==> config.mk <==
export PLATFORM = sky130hd
export DESIGN_NAME = icache_direct
export DESIGN_NICKNAME = d
export VERILOG_FILES = /design/src/rtl/icache_direct_pkg.sv /design/src/rtl/icache_direct_data_ram.sv /design/src/rtl/icache_direct.sv
export SDC_FILE = /design/constraint.sdc
export NUM_CORES = 2
export LEC_CHECK = 0
export ABC_CLOCK_PERIOD_IN_PS = 4200
export BUFFER_PORTS_ARGS = -buffer_cell sky130_fd_sc_hd__buf_2
export CORE_MARGIN = 5
export CORE_UTILIZATION = 45
export DETAILED_ROUTE_END_ITERATION = 7
export GPL_TIMING_DRIVEN = 0
export PLACE_DENSITY = 0.63
export SKIP_LAST_GASP = 1
export SYNTH_ARGS = -nofsm -noshare
export SYNTH_HDL_FRONTEND = slang
export SYNTH_HIERARCHICAL = 1
export SYNTH_SLANG_ARGS = --single-unit
==> constraint.sdc <==
create_clock -name clk -period 4.2 [get_ports clk]
set_input_delay 0.21 -clock clk [delete_from_list [all_inputs] [get_ports clk]]
set_output_delay 0.21 -clock clk [all_outputs]
set_load 0.02 [all_outputs]
==> src/rtl/icache_direct_pkg.sv <==
// icache_direct_pkg: bus structs, bus encodings and cache state shared by the icache slice
package icache_direct_pkg;
  typedef enum logic [2:0] {MSIZE1, MSIZE2, MSIZE4, MSIZE8} msize_t;
  typedef enum logic [3:0] {MLEN1 = 4'd0, MLEN2 = 4'd1, MLEN4 = 4'd3, MLEN8 = 4'd7, MLEN16 = 4'd15} mlen_t;
  typedef struct packed {
    logic        valid;
    logic [31:0] addr;
  } ibus_req_t;
  typedef struct packed {
    logic        addr_ok;
    logic        data_ok;
    logic [31:0] data;
  } ibus_resp_t;
  typedef struct packed {
    logic        valid;
    logic        is_write;
    msize_t      size;
    logic [31:0] addr;
    logic [3:0]  strobe;
    logic [31:0] data;
    mlen_t       len;
  } cbus_req_t;
  typedef struct packed {
    logic        okay;
    logic        last;
    logic [31:0] data;
  } cbus_resp_t;
  typedef enum logic [1:0] {IDLE, FETCH, READY} icache_state_t;
endpackage

==> src/rtl/icache_direct_data_ram.sv <==
// icache_direct_data_ram: line data storage, one synchronous write port and one asynchronous read port
module icache_direct_data_ram #(
  parameter int NUM_LINES  = 16,
  parameter int LINE_WORDS = 4,
  localparam int AW = $clog2(NUM_LINES * LINE_WORDS)
) (
  input  logic          clk,
  input  logic          we,
  input  logic [AW-1:0] waddr,
  input  logic [31:0]   wdata,
  input  logic [AW-1:0] raddr,
  output logic [31:0]   rdata
);
  logic [31:0] mem [NUM_LINES * LINE_WORDS];
  always_ff @(posedge clk)
    if (we) mem[waddr] <= wdata;
  assign rdata = mem[raddr];
endmodule

==> src/rtl/icache_direct.sv <==
// icache_direct: direct-mapped read-only instruction cache with single-burst line refill
module icache_direct
  import icache_direct_pkg::*;
#(
  parameter int NUM_LINES  = 16,
  parameter int LINE_WORDS = 4
) (
  input  logic       clk,
  input  logic       reset,
  input  ibus_req_t  ireq,
  output ibus_resp_t iresp,
  output cbus_req_t  creq,
  input  cbus_resp_t cresp
);
  localparam int WB  = $clog2(LINE_WORDS);
  localparam int OFS = WB + 2;
  localparam int IDX = $clog2(NUM_LINES);
  localparam int TAG = 32 - OFS - IDX;
  icache_state_t state, state_nxt;
  logic [NUM_LINES-1:0] valid;
  logic [TAG-1:0] tags [NUM_LINES];
  logic [IDX-1:0] idx, miss_idx;
  logic [TAG-1:0] tag, miss_tag;
  logic [WB-1:0] word, cnt;
  logic [31:0] rdata;
  logic hit, miss, fill_we, fill_done, unused_addr;
  assign word = ireq.addr[OFS-1:2];
  assign idx = ireq.addr[OFS+IDX-1:OFS];
  assign tag = ireq.addr[31:OFS+IDX];
  assign unused_addr = &{1'b0, ireq.addr[1:0]};
  assign hit = state == IDLE && ireq.valid && valid[idx] && tags[idx] == tag;
  assign miss = state == IDLE && ireq.valid && !hit;
  assign fill_we = state == FETCH && cresp.okay;
  assign fill_done = fill_we && cresp.last;
  icache_direct_data_ram #(.NUM_LINES(NUM_LINES), .LINE_WORDS(LINE_WORDS)) u_ram (
    .clk(clk),
    .we(fill_we),
    .waddr({miss_idx, cnt}),
    .wdata(cresp.data),
    .raddr({idx, word}),
    .rdata(rdata)
  );
  always_comb begin
    state_nxt = state == IDLE ? (miss ? FETCH : IDLE) : state == FETCH ? (fill_done ? READY : FETCH) : IDLE;
    iresp = '0;
    iresp.addr_ok = hit;
    iresp.data_ok = hit;
    iresp.data = hit ? rdata : '0;
    creq = '0;
    creq.valid = state == FETCH;
    creq.size = state == FETCH ? MSIZE4 : MSIZE1;
    creq.addr = state == FETCH ? {miss_tag, miss_idx, OFS'(0)} : '0;
    creq.len = state == FETCH ? mlen_t'(4'(LINE_WORDS - 1)) : MLEN1;
  end
  // the line being refilled is invalidated up front so a partial fill is never visible
  always_ff @(posedge clk)
    if (reset) begin
      state <= IDLE;
      valid <= '0;
      cnt <= '0;
    end else begin
      state <= state_nxt;
      if (miss) valid[idx] <= 1'b0;
      if (fill_we) cnt <= cnt + 1'b1;
      if (fill_done) begin
        valid[miss_idx] <= 1'b1;
        cnt <= '0;
      end
    end
  always_ff @(posedge clk) begin
    if (miss) begin
      miss_idx <= idx;
      miss_tag <= tag;
    end
    if (fill_done) tags[miss_idx] <= miss_tag;
  end
  assert property (@(posedge clk) disable iff (reset) fill_done |-> cnt == WB'(LINE_WORDS - 1));
endmodule
=== Yosys cells after proc, flatten, opt, wreduce, memory -nomap -nowiden ===
Memories as Yosys holds them, arrays and structs flattened.
Cells that the tools add are included.

* Flip-flop bits (word level): 48
* Bits in writable memories: 2,432
* Memories kept: 2

* Add/sub/neg operators: 1
* Order comparisons: 4
* Equal/unequal tests: 2
* Muxes and demuxes: 21
* Bitwise gates (word level): 3
* Reductions and logical operators: 11

{| class="wikitable"
|+ Memories
! memory !! words !! width !! read ports !! clocked after Yosys merged registers in !! wr ports !! line !! source
|-
| u_ram.mem || 64 || 32 || 1 || 0 || 1 || icache_direct_data_ram.sv:14 || <nowiki>logic [31:0] mem [NUM_LINES * LINE_WORDS];</nowiki>
|-
| tags || 16 || 24 || 1 || 0 || 1 || icache_direct.sv:21 || <nowiki>logic [TAG-1:0] tags [NUM_LINES];</nowiki>
|}

{| class="wikitable"
|+ Operators by type and width
! cell !! count
|-
| 2-to-1 mux 32 bit || 2
|-
| 2-to-1 mux 16 bit || 3
|-
| equality test 24 bit || 1
|-
| AND 16 bit || 1
|-
| NOT 16 bit || 1
|-
| OR 16 bit || 1
|-
| < comparator 4 x 5 -> 1 bit (second input constant) || 2
|-
| 2-to-1 mux 2 bit || 5
|-
| demux 1 bit (select 4 bit) || 2
|-
| greater-or-equal comparator 4 x 1 -> 1 bit (second input constant) || 2
|-
| logical AND 1 bit || 8
|-
| 2-to-1 mux 1 bit || 8
|-
| binary-select mux 1 bit (select 4 bit) || 1
|-
| adder 2 x 1 -> 2 bit (second input constant) || 1
|-
| equality test 2 x 1 -> 1 bit (second input constant) || 1
|-
| zero test 2 bit || 1
|-
| OR reduction 2 bit || 1
|-
| zero test 1 bit || 1
|}

=== Logic depth before layout (Yosys ltp) ===
* Word-level depth: 10
* Mapped depth: 13

=== Hierarchy ===
Netlist, hierarchy kept.

{| class="wikitable"
|+ Modules (own cells, without submodules)
! module !! instances !! cells an instance !! area an instance (µm²)
|-
| icache_direct_data_ram || 1 || 3,292 || 77,874.7
|-
| icache_direct || 1 || 954 || 18,172.4
|}

=== Worst setup path after synthesis ===
No wires, ideal clock.

* Path kind: input port to flip-flop
* Start: in ireq[4] in the netlist's numbering
* End: reg miss_idx[0] (enable)
* Data arrival time: 3.542 ns
* Slack: 0.245 ns
* Cell stages on the path: 11
* Path through: buf_6 -> buf_6 -> buf_4 -> buf_4 -> mux4_2 -> mux2i_1 -> xor2_1 -> a22oi_1 -> nor3_4 -> buf_6 -> nor2_1

* Longest elaborated chain between the ends: 6

{| class="wikitable"
|+ RTL lines
! item !! line !! source
|-
| from (decl) || icache_direct.sv:10 || <nowiki>input ibus_req_t ireq,</nowiki>
|-
| branches (longest 3 deep; another with memory (16 x 24 bit)) || - ||
|-
| logical AND 1 bit * || icache_direct.sv:31 || <nowiki>assign hit = state == IDLE && ireq.valid && valid[idx] && tags[idx] == tag;</nowiki>
|-
| named net hit || icache_direct.sv:26 || <nowiki>logic hit, miss, fill_we, fill_done, unused_addr;</nowiki>
|-
| zero test 1 bit * || icache_direct.sv:32 || <nowiki>assign miss = state == IDLE && ireq.valid && !hit;</nowiki>
|-
| logical AND 1 bit * || icache_direct.sv:32 ||
|-
| named net miss || icache_direct.sv:26 ||
|-
| to (signal assigned) || icache_direct.sv:72 || <nowiki>miss_idx <= idx;</nowiki>
|-
| to (decl) || icache_direct.sv:22 || <nowiki>logic [IDX-1:0] idx, miss_idx;</nowiki>
|}

Mark *: on every way through the listed nets, which the timed path passes. The select of a mux whose other input is x is not followed.
A chain may end at the register's enable or synchronous reset.

==> out/metrics.yaml <==
yosys:
  async_reset_ff_frac: 0
  yosysUniqueCellTypes: 79
  synth.area.top_cells: "edfxtp_1 (77%), mux4_2 (15%), mux2i_1 (1.3%), nor2_1 (0.73%), buf_4 (0.63%)"
  syn_inst: 4246
  yosysWarnings: 6
  dominantRegCellSynth: "edfxtp_1"
  syn_area_sq_um: 96000
  ys_ff_latch: 2480
  syn_area_per_cell_sq_um: 22.6
  synth_top_area_share: 0.769
  synth_enable_flop_cells: 2460
  ys_seq_area_frac: 0.773
  yosysTopAreaCell: "edfxtp_1"
sta:
  slew_headroom: 0.0253
  period_share: 1.08
  rsz0062_at_grt: "yes"
  finClkSkew_ns: 0.0850
  hold_viol_final: 0
  setup_violations: 34
  setup_ws_ns: -0.345
  maxSlewViolCount: 0
  fmax_mhz: 220
  min_period_ns: 4.54
  tightest_slew_ns: 1.46
detailed_routing:
  drt_wl_total_um: 287000
  first_iter_violations: 7253
  ant_nets: 0
  detail_route.wl_per_cell_um: 36.4
  dr.pass1.iters: 6
  via_count: 50000
  viasPerCell: 6.33
  drc: 0
grt:
  gr-usage-all-layers: 0.255
  grt_max_degree: 65
  grt_pass1_wl_um: 393000
  grt_pass1_vias: 48700
  grt_antenna_before_repair: 13
  grt-ovfl-total: 0
setup_path:
  rr_worst_depth: 7
  max_stage_delay_ns: 0.91
  crit_slowest_cell: "clkbuf_1"
  arrival_ns: 4.33
  critPathMaxFanout: 10
  cp.required_ns: 3.99
  critPathLaunchType: "primary input"
  worst-path-buf-inv: 4
  r2r-start: "state[0]$_SDFF_PP0_"
  rr_endpoint: "u_ram/mem[38][15]$_DFFE_PP_"
  cp.depth: 9
  crit_chain: "buf_2, buf_2, clkbuf_1, mux4_2, mux4_2, o22ai_1, nor2_1, and2_4, buf_4"
  cp-end-kind: "primary output"
  r2r_setup_slack_ns: 0.37
  path_class: "in2out"
  path_delay_family: "buffers and inverters"
floorplanning:
  die_w_um: 472
  die_h_um: 472
  core_area_sq_um: 212000
  start_util: 0.452
  fp.dieArea_sq_um: 223000
  io_pins: 180
  rows: 169
min_path:
  worst_hold_path.num_cells: 1
  holdPathEnd: "u_ram/mem[31][26]$_DFFE_PP_"
  min_from: "cresp[26]"
  hp-class: "in2reg"
job:
  maxCapViolCount: 0
clock_tree:
  cts_buffers: 274
  cts_root_buf: "clkbuf_16"
  cts_buffer_depth: 4
  clock_latency_ns: 0.94
  cts_tree: "yes"
  htreeDepth: 5
  clock-sinks: 2480
  path_clk_slew_ns: 0.06
layout:
  n_fill_cell: 16100
  area_growth_pct: 17.7
  fin_nets: 4940
  area.sequential_sq_um: 74300
  multiInputGateArea_sq_um: 21100
  drive_gt1_frac: 0.319
  postLayoutCoreUtil: 0.533
placed_design:
  gp_congestion: 0.855
  io_buffers: 130
  hpwl_um: 184000
  place_ws_ns: -1.47
pwr:
  ir_drop_mv: 0.443
  power_density_nw_per_um2: 475
  p_leak_nw: 35.9
run_status:
  violations: "negative setup slack"
  status: "finished with violations"
[synth_stat cells (10+ instances only)]
library cell and number:
a21oi_1 68, a22oi_1 15, and2_1 64, buf_1 23, buf_2 68, buf_4 81
buf_6 20, clkbuf_1 80, dfxtp_1 20, edfxtp_1 2460, inv_1 13, mux2i_1 128
mux4_2 653, nand2_1 45, nand2b_1 14, nand3_1 10, nor2_1 186, nor2b_1 20
nor3_1 16, o221ai_1 27, o22ai_1 91
[metal layers]
metal,track usage,routed length [um],vias to the layer above
met1,0.342,103000,26700
met4,0.112,15200,4
li1,-,-,19200
met5,0,30,-
met2,0.403,135000,3409
met3,0.0619,33700,658
[state kept, by name, indices dropped and copies added (netlist names)]
signal and count:
state 2, tags 384, u_ram/mem 2048, miss_tag 24
miss_idx 4, valid 16, cnt 2
[cells in the final DEF, fill, tap and decap left out, types with 20 or more instances in the layout]
cell	count
a21oi_1	65
and2_1	32
and2_4	32
buf_12	72
buf_16	26
buf_2	155
buf_4	101
buf_6	71
bufinv_16	29
clkbuf_1	118
clkbuf_16	283
clkinv_1	51
clkinv_2	40
conb_1	45
dfxtp_1	20
dlygate4sd3_1	49
edfxtp_1	2460
mux2i_1	126
mux4_2	653
nand2_1	43
nor2_1	111
nor2_4	75
nor2b_1	20
o221ai_1	27
o22ai_1	91
[stage by stage]
step	instances	hold WS (ns)	setup TNS (ns)	area [sq um]	power, W
after floorplan	4290	0.309	0	96200	0.0294
after global placement	7241	0.431	-3376.15	100000	0.0307
after detailed placement	7349	0.432	-83.30	103000	0.0307
after CTS	7862	0.0128	-3.76	113000	0.0540
after global routing	7884	0.0493	-6.79	113000	0.0552
final	7890	0.0649	-5.08	113000	0.0537
[power breakdown]
part           total [W]  internal [W]  switching (W)
Clock             0.0234        0.0140        0.00942
Combinational    0.00293       0.00102        0.00192
Sequential        0.0274        0.0273      0.0000942
Total             0.0537        0.0423         0.0114
[cell families (layout without fill, tap and decap cells)]
family / Yosys count / in the layout / synth area share
buf+inv: 288 / 1060 / 0.0173
flops: 2480 / 2480 / 0.773
xor+xnor: 19 / 19 / 0.00181
simple gates: 401 / 401 / 0.0204
compound gates: 264 / 264 / 0.0190
other cells: 1 / 52 / 0.0000390
mux: 793 / 793 / 0.168
[how the worst max path moves through the flow]
stage | slack [ns] | endpoint | from
final | -0.34 | iresp[2] | ireq[3]
after global routing | -0.29 | iresp[2] | ireq[3]
after CTS | -0.16 | iresp[10] | tags[12][18]$_DFFE_PP_
after detailed placement | -1.47 | iresp[20] | ireq[7]
after global placement | -3.50 | u_ram/mem[48][16]$_DFFE_PP_ | state[0]$_SDFF_PP0_
after floorplan | 0.24 | miss_idx[0]$_DFFE_PN_ | ireq[4]
[cell type report]
cell class / instances / share of cell area
sequential: 2480 / 0.657
multi-input combinational: 1522 / 0.186
clock buffer: 332 / 0.0640
timing repair buffer: 306 / 0.0336
tap: 2821 / 0.0312
buffer: 274 / 0.0151
clock inverter: 135 / 0.0123
inverter: 13 / 0.000432
antenna: 7 / 0.000155
[repair_timing]
action,CTS,global route
hold buffers,38,11
setup buffers,8,4
resized for setup,144,50
gates cloned,1,2
pin swaps,14,3
endpoints found under the hold margin,89,483
setup endpoints to repair,62,34
No activity file was read; power rests on OpenSTA's default activity.
